[config.mk]
export PLATFORM = sky130hd
export DESIGN_NAME = tiny_eth_rx_ctrl
export DESIGN_NICKNAME = d
export VERILOG_FILES = /design/src/rtl/tiny_eth_pkg.sv /design/src/rtl/tiny_eth_crc32.sv /design/src/rtl/tiny_eth_rx_ctrl.sv
export SDC_FILE = /design/constraint.sdc
export NUM_CORES = 1
export LEC_CHECK = 0
export ABC_AREA = 1
export CAP_MARGIN = 20
export CORE_MARGIN = 4
export CORE_UTILIZATION = 30
export DETAILED_ROUTE_END_ITERATION = 8
export MAX_ROUTING_LAYER = met4
export SKIP_CTS_REPAIR_TIMING = 1
export SLEW_MARGIN = 20
export SYNTH_ARGS = -nofsm -noshare
export SYNTH_HDL_FRONTEND = slang
export SYNTH_SLANG_ARGS = --single-unit
[constraint.sdc]
create_clock -name rx_clk -period 2.3 [get_ports rx_clk]
set_input_delay 0.23 -clock rx_clk [delete_from_list [all_inputs] [get_ports rx_clk]]
set_output_delay 0.23 -clock rx_clk [all_outputs]
set_load 0.05 [all_outputs]
[src/rtl/tiny_eth_pkg.sv]
// Shared types and constants for the tiny Ethernet receive path.
// CRC constants are used only when TINY_ETH_RX_CRC_EN is defined.
package tiny_eth_pkg;

  typedef enum logic [1:0] {
    IDLE,
    PRE,
    DATA,
    DROP
  } rx_state_t;

  typedef struct packed {
    logic fcs;
    logic rxer;
    logic dribble;
    logic too_long;
    logic runt;
  } rx_status_t;

  localparam logic [3:0] ETH_PRE_NIBBLE = 4'h5;
  localparam logic [3:0] ETH_SFD_NIBBLE = 4'hD;

  localparam logic [47:0] ETH_BCAST =
    48'hFFFF_FFFF_FFFF;

  localparam logic [31:0] CRC_POLY    = 32'h04C1_1DB7;
  localparam logic [31:0] CRC_INIT    = 32'hFFFF_FFFF;
  localparam logic [31:0] CRC_RESIDUE = 32'hC704_DD7B;

  function automatic logic [31:0] bit_rev32(
    input logic [31:0] v
  );
    logic [31:0] r;
    r = '0;
    for (int i = 0; i < 32; i++) begin
      r[i] = v[31-i];
    end
    return r;
  endfunction

endpackage

[src/rtl/tiny_eth_crc32.sv]
// Reflected CRC-32 over one byte per enabled cycle.
// nxt is the register value after absorbing the current byte.
module tiny_eth_crc32
  import tiny_eth_pkg::*;
(
  input  logic        clk,
  input  logic        rst_n,
  input  logic        clear,
  input  logic        enable,
  input  logic [7:0]  data,
  output logic [31:0] crc,
  output logic [31:0] nxt
);

  localparam logic [31:0] RPOLY =
    bit_rev32(CRC_POLY);

  logic [31:0] acc;

  always_comb begin
    acc = crc ^ {24'h0, data};
    for (int i = 0; i < 8; i++) begin
      if (acc[0]) acc = (acc >> 1) ^ RPOLY;
      else        acc = acc >> 1;
    end
    nxt = acc;
  end

  always_ff @(posedge clk or negedge rst_n) begin
    if (!rst_n) begin
      crc <= CRC_INIT;
    end else if (clear) begin
      crc <= CRC_INIT;
    end else if (enable) begin
      crc <= nxt;
    end
  end

endmodule

[src/rtl/tiny_eth_rx_ctrl.sv]
// PHY nibble to byte-stream receive controller with framing and status.
// Define TINY_ETH_RX_CRC_EN to enable FCS checking.
module tiny_eth_rx_ctrl
  import tiny_eth_pkg::*;
#(
  parameter int MIN_LEN = 64,
  parameter int MAX_LEN = 1518,
  parameter int PRE_MIN = 2
) (
  input  logic        rx_clk,
  input  logic        rst,
  input  logic        rx_en,
  input  logic        rx_er,
  input  logic [3:0]  rx_data,
  input  logic        cfg_enable,
  input  logic        cfg_promisc,
  input  logic [47:0] cfg_mac_addr,
  output logic [7:0]  out_data,
  output logic        out_valid,
  output logic        out_sof,
  output logic        out_eof,
  output logic [4:0]  out_status,
  output logic        out_drop,
  output logic        stat_ok,
  output logic        stat_err,
  output logic        busy
);

  localparam int CW = $clog2(MAX_LEN + 2);
  localparam logic [CW-1:0] CNT_LONG =
    CW'(MAX_LEN + 1);
  localparam logic [CW-1:0] CNT_MIN = CW'(MIN_LEN);
  localparam logic [CW-1:0] CNT_DA = CW'(5);

  rx_state_t     state;
  logic [3:0]    pre_cnt;
  logic [3:0]    low_nib;
  logic          nib_hi;
  logic          hold_vld;
  logic          first;
  logic          rxer;
  logic          drop;
  logic [7:0]    hold;
  logic [CW-1:0] cnt;
  logic [39:0]   da;

  logic [7:0]    new_byte;
  logic [CW-1:0] cnt_inc;
  logic          byte_done;
  logic [47:0]   da_full;
  logic          da_hit;
  logic          fcs_bad;
  logic          fcs_bad_long;
  rx_status_t    st_end;
  rx_status_t    st_long;

  assign new_byte  = {rx_data, low_nib};
  assign cnt_inc   = (cnt == '1) ? cnt
                   : cnt + CW'(1);
  assign byte_done = (state == DATA) && rx_en
                   && nib_hi;
  assign da_full   = {da, new_byte};
  assign da_hit    = (da_full == cfg_mac_addr)
                   || (da_full == ETH_BCAST)
                   || da_full[40]
                   || cfg_promisc;
  assign busy      = (state != IDLE);

`ifdef TINY_ETH_RX_CRC_EN
  logic [31:0] crc;
  logic [31:0] crc_nxt;

  tiny_eth_crc32 u_crc (
    .clk    (rx_clk),
    .rst_n  (rst),
    .clear  (state == PRE),
    .enable (byte_done),
    .data   (new_byte),
    .crc    (crc),
    .nxt    (crc_nxt)
  );

  assign fcs_bad =
    bit_rev32(crc) != CRC_RESIDUE;
  assign fcs_bad_long =
    bit_rev32(crc_nxt) != CRC_RESIDUE;
`else
  assign fcs_bad      = 1'b0;
  assign fcs_bad_long = 1'b0;
`endif

  // Status for a normal end vs. the LONG cut-off edge
  always_comb begin
    st_end          = '0;
    st_end.fcs      = fcs_bad;
    st_end.rxer     = rxer;
    st_end.dribble  = nib_hi;
    st_end.runt     = cnt < CNT_MIN;
    st_long          = '0;
    st_long.fcs      = fcs_bad_long;
    st_long.rxer     = rxer | rx_er;
    st_long.too_long = 1'b1;
  end

  always_ff @(posedge rx_clk or negedge rst) begin
    if (!rst) begin
      state      <= IDLE;
      pre_cnt    <= '0;
      low_nib    <= '0;
      nib_hi     <= 1'b0;
      hold_vld   <= 1'b0;
      first      <= 1'b0;
      rxer       <= 1'b0;
      drop       <= 1'b0;
      hold       <= '0;
      cnt        <= '0;
      da         <= '0;
      out_data   <= '0;
      out_valid  <= 1'b0;
      out_sof    <= 1'b0;
      out_eof    <= 1'b0;
      out_status <= '0;
      out_drop   <= 1'b0;
      stat_ok    <= 1'b0;
      stat_err   <= 1'b0;
    end else begin
      out_valid  <= 1'b0;
      out_sof    <= 1'b0;
      out_eof    <= 1'b0;
      out_status <= '0;
      out_drop   <= 1'b0;
      stat_ok    <= 1'b0;
      stat_err   <= 1'b0;
      unique case (state)
        IDLE: begin
          if (rx_en && cfg_enable &&
              rx_data == ETH_PRE_NIBBLE) begin
            state   <= PRE;
            pre_cnt <= 4'd1;
          end
        end
        PRE: begin
          if (rx_en &&
              rx_data == ETH_PRE_NIBBLE) begin
            if (pre_cnt != 4'hF)
              pre_cnt <= pre_cnt + 4'd1;
          end else if (rx_en &&
              rx_data == ETH_SFD_NIBBLE &&
              pre_cnt >= 4'(PRE_MIN)) begin
            state    <= DATA;
            nib_hi   <= 1'b0;
            hold_vld <= 1'b0;
            first    <= 1'b1;
            rxer     <= 1'b0;
            drop     <= 1'b0;
            cnt      <= '0;
          end else begin
            state <= IDLE;
          end
        end
        DATA: begin
          if (!rx_en) begin
            state      <= IDLE;
            out_valid  <= hold_vld;
            out_data   <= hold;
            out_sof    <= hold_vld & first;
            out_eof    <= hold_vld;
            out_drop   <= hold_vld & drop;
            out_status <= st_end;
            stat_ok    <= (st_end == '0) && !drop;
            stat_err   <= (st_end != '0);
          end else begin
            rxer   <= rxer | rx_er;
            nib_hi <= !nib_hi;
            if (!nib_hi) begin
              low_nib <= rx_data;
            end else begin
              cnt      <= cnt_inc;
              hold     <= new_byte;
              hold_vld <= 1'b1;
              if (cnt < CNT_DA)
                da <= {da[31:0], new_byte};
              if (cnt == CNT_DA)
                drop <= !da_hit;
              if (hold_vld) begin
                out_valid <= 1'b1;
                out_data  <= hold;
                out_sof   <= first;
                first     <= 1'b0;
              end
              // Held byte closes the frame as LONG
              if (cnt_inc == CNT_LONG) begin
                state      <= DROP;
                out_eof    <= 1'b1;
                out_status <= st_long;
                out_drop   <= drop;
                stat_err   <= 1'b1;
              end
            end
          end
        end
        DROP: begin
          if (!rx_en) state <= IDLE;
        end
        default: state <= IDLE;
      endcase
    end
  end

endmodule
==> flow_metrics.py <==
metrics = {
    "global_route": {
        "antenna_found_initial": 0,
        "grt-busiest-layer": "met2",
        "grt_pass1_vias": 4023,
        "met1_usage_pct": 18.5,
        "grt_use_total_pct": 14.9,
        "grt_start_max_net_pins": 51,
        "grt.met3_usage_pct": 3.54,
        "met2_usage_pct": 23.7,
        "grt_remaining_overflow": 0,
        "grt_pass1_wl_um": 20300,
    },
    "sta": {
        "finalSetupViolCount": 0,
        "finalSetupTns_ns": 0,
        "finalCritPeriodShare_pct": 90.8,
        "min_period_ns": 2.09,
        "hold_viol": 0,
        "grt_setup_unrepaired": "no",
        "maxSlewViolCount": 0,
        "fmax_mhz": 479,
        "worstMarginPinSlew_ns": 0.623,
        "finClkSkew_ns": 0.00668,
        "relSlewSlack_pct": 58.5,
    },
    "synthesis": {
        "synthCells": 548,
        "synthTopCellsByArea": "dfrtp_1, nand2_1, xnor2_1",
        "synth_warnings": 0,
        "synth_top_cell_area_share_pct": 49.3,
        "synth_cell_types": 38,
        "ys_seq_area_share_pct": 49.3,
        "ys.flop_type": "dfrtp_1",
        "synth.ff_latch_count": 92,
        "postSynthAreaPerCell_um2": 8.51,
        "netlist_top_cells_count": "nand2_1, dfrtp_1, nor2_1",
        "ys_async_sr_fraction_pct": 100,
        "syn_nets": 610,
        "synth-edff-count": 0,
        "yosysMostFrequentCell": "nand2_1",
        "synthesis.area_mm2": 0.00467,
        "synth_largest_area_cell": "dfrtp_1",
    },
    "final_layout": {
        "diodes": 0,
        "fin_cells": 828,
        "utilization_pct": 39.7,
        "multi_input_area_mm2": 0.00208,
        "nFillCells": 1514,
        "regArea_mm2": 0.00230,
        "layout.nets": 697,
        "layout-drive-gt1-share_pct": 8.13,
        "area_growth_pct": 29.3,
    },
    "setup_path": {
        "cp_common_cell": "nand2_1",
        "cpPeakStageDelay_ns": 0.44,
        "arrival_ns": 2.32,
        "critical_path_class": "reg2reg",
        "cp_cell_sequence": "ha_1 -> nand2_2 -> nor2_4 -> nand3_4 -> nand2_1 -> nand2_1 -> nor2_1 -> nand2_1 -> nor2_2 -> nand3_2 -> nand2_2 -> nand2_2 -> nand2_1 -> nand2_1",
        "crit_fanout": 10,
        "endpoint_kind": "flop",
        "required_ns": 2.54,
        "cp-start-kind": "flop",
        "cpMaxStageDelayCell": "dfrtp_1",
    },
    "power": {
        "power.leakage_nw": 2.73,
        "p_int_w": 0.00371,
        "combPwrFrac_pct": 28.6,
        "p_seq_share_pct": 43.0,
        "power_density_mw_per_mm2": 927,
        "p_clk_share_pct": 28.4,
        "p_sw_w": 0.00188,
        "swShare_pct": 33.6,
        "vdd_drop_max_v": 0.000402,
    },
    "placement": {
        "place_inst": 811,
        "place.gp.congestion": 0.937,
        "hpwl_um": 9210,
        "port_buffers": 76,
    },
    "drt": {
        "wl_um": 12300,
        "final_antenna_net_count": 0,
        "viasPerCell": 4.75,
        "dr.first_iter.drc_count": 275,
        "drc_errors": 0,
        "wl_per_cell_um": 14.8,
        "first_pass_iters": 4,
        "num_vias": 3929,
    },
    "clocking": {
        "cts_buffers": 9,
        "cts_buffer_depth": 2,
        "cts_tree": "built",
        "cts_max_level": 3,
        "clk_latency_ns": 0.34,
        "path_clk_slew_ns": 0.06,
        "root_buffer": "clkbuf_16",
        "cts_sinks": 92,
    },
    "floorplan": {
        "core_mm2": 0.0152,
        "dieWidth_um": 133,
        "start_util_pct": 30.7,
        "die_area_mm2": 0.0176,
        "die_y_um": 133,
        "ios": 78,
        "rows": 45,
    },
    "run": {
        "max_cap_violations": 0,
    },
    "run_status": {
        "status": "finished clean",
    },
    "hold_path": {
        "hold_path_class": "in2async",
    },
}
==> area by class of cell <==
cell class	instances	area share, %
sequential	92	38.2
multi-input combinational	384	34.5
timing repair buffer	89	14.4
clock buffer	13	4.15
tap	188	3.90
inverter	59	3.67
clock inverter	3	1.14
==> path summary, 6_finish.rpt <==
path,startpoint,to,slack [ns],cells past startpoint
worst max-delay path,cnt[1],state[1],0.21,14
worst min-delay path,rst,da[37],0.43,2
worst max register to register,cnt[1],state[1],0.21,14
worst min register to register,drop,stat_ok,0.47,1
max in group asynchronous,rst,cnt[0],1.22,3
min in group rx_clk,drop,stat_ok,0.47,1
==> registers in the layout (all words and copies together) (netlist names), 2 cells and up <==
register,flops
pre_cnt,4
out_status,4
da,40
out_data,8
low_nib,4
hold,8
state,2
cnt,11
==> per-layer routing <==
layer / routed length [µm] / vias up
li1: - / 1947
met1: 5490 / 1835
met2: 5780 / 120
met3: 643 / 27
met4: 335 / 0
met5: 0 / -
==> worst max-delay path: cells and delay by family (launching register included) <==
kind,cells,cell delay (ns)
simple gates,13,1.31
flops,1,0.44
fa+ha+maj,1,0.23
==> cells in the final DEF (no fill, tap or decap), drive strengths merged, types with 2 or more instances in the layout <==
master / Yosys / routed
nand2: 118 / 118
dfrtp: 92 / 92
clkdlybuf4s50: 0 / 75
nor2: 63 / 63
inv: 59 / 60
o21ai: 56 / 56
xnor2: 32 / 32
nand3: 26 / 26
a21oi: 19 / 19
xor2: 13 / 13
nor3: 13 / 13
buf: 7 / 13
clkbuf: 6 / 13
nand4: 12 / 12
mux2: 6 / 6
or2: 5 / 5
a22o: 4 / 4
ha: 4 / 4
o22ai: 3 / 3
bufinv: 0 / 2
a221oi: 2 / 2
==> cell families (layout without fill, tap and decap cells) <==
family / after synthesis / in the layout / synth area share (%)
mux: 6 / 6 / 1.45
xor+xnor: 45 / 45 / 8.45
compound gates: 88 / 88 / 10.4
fa+ha+maj: 4 / 4 / 1.07
other cells: 1 / 1 / 0.0804
buf+inv: 72 / 164 / 6.11
flops: 92 / 92 / 49.3
simple gates: 240 / 240 / 23.1
==> through the flow <==
step | setup slack (ns) | cell area, µm² | hold WS [ns] | total power, W
after detailed placement | 0.0740 | 5700 | 0.268 | 0.00405
final | 0.212 | 6030 | 0.428 | 0.00559
after floorplan | 0.491 | 4670 | -0.0656 | 0.00344
after global placement | 0.147 | 5700 | 0.259 | 0.00399
after global routing | 0.0127 | 6030 | 0.466 | 0.00597
after CTS | 0.223 | 6020 | -0.100 | 0.00566
==> power by group through the flow <==
stage / clock network [W] / registers [W] / logic (W)
after floorplan: 0 / 0.00259 / 0.000856
after detailed placement: 0 / 0.00244 / 0.00161
after global placement: 0 / 0.00242 / 0.00157
final: 0.00159 / 0.00240 / 0.00160
after global routing: 0.00170 / 0.00247 / 0.00180
after CTS: 0.00163 / 0.00241 / 0.00162
No activity file was read; power rests on OpenSTA's default activity.
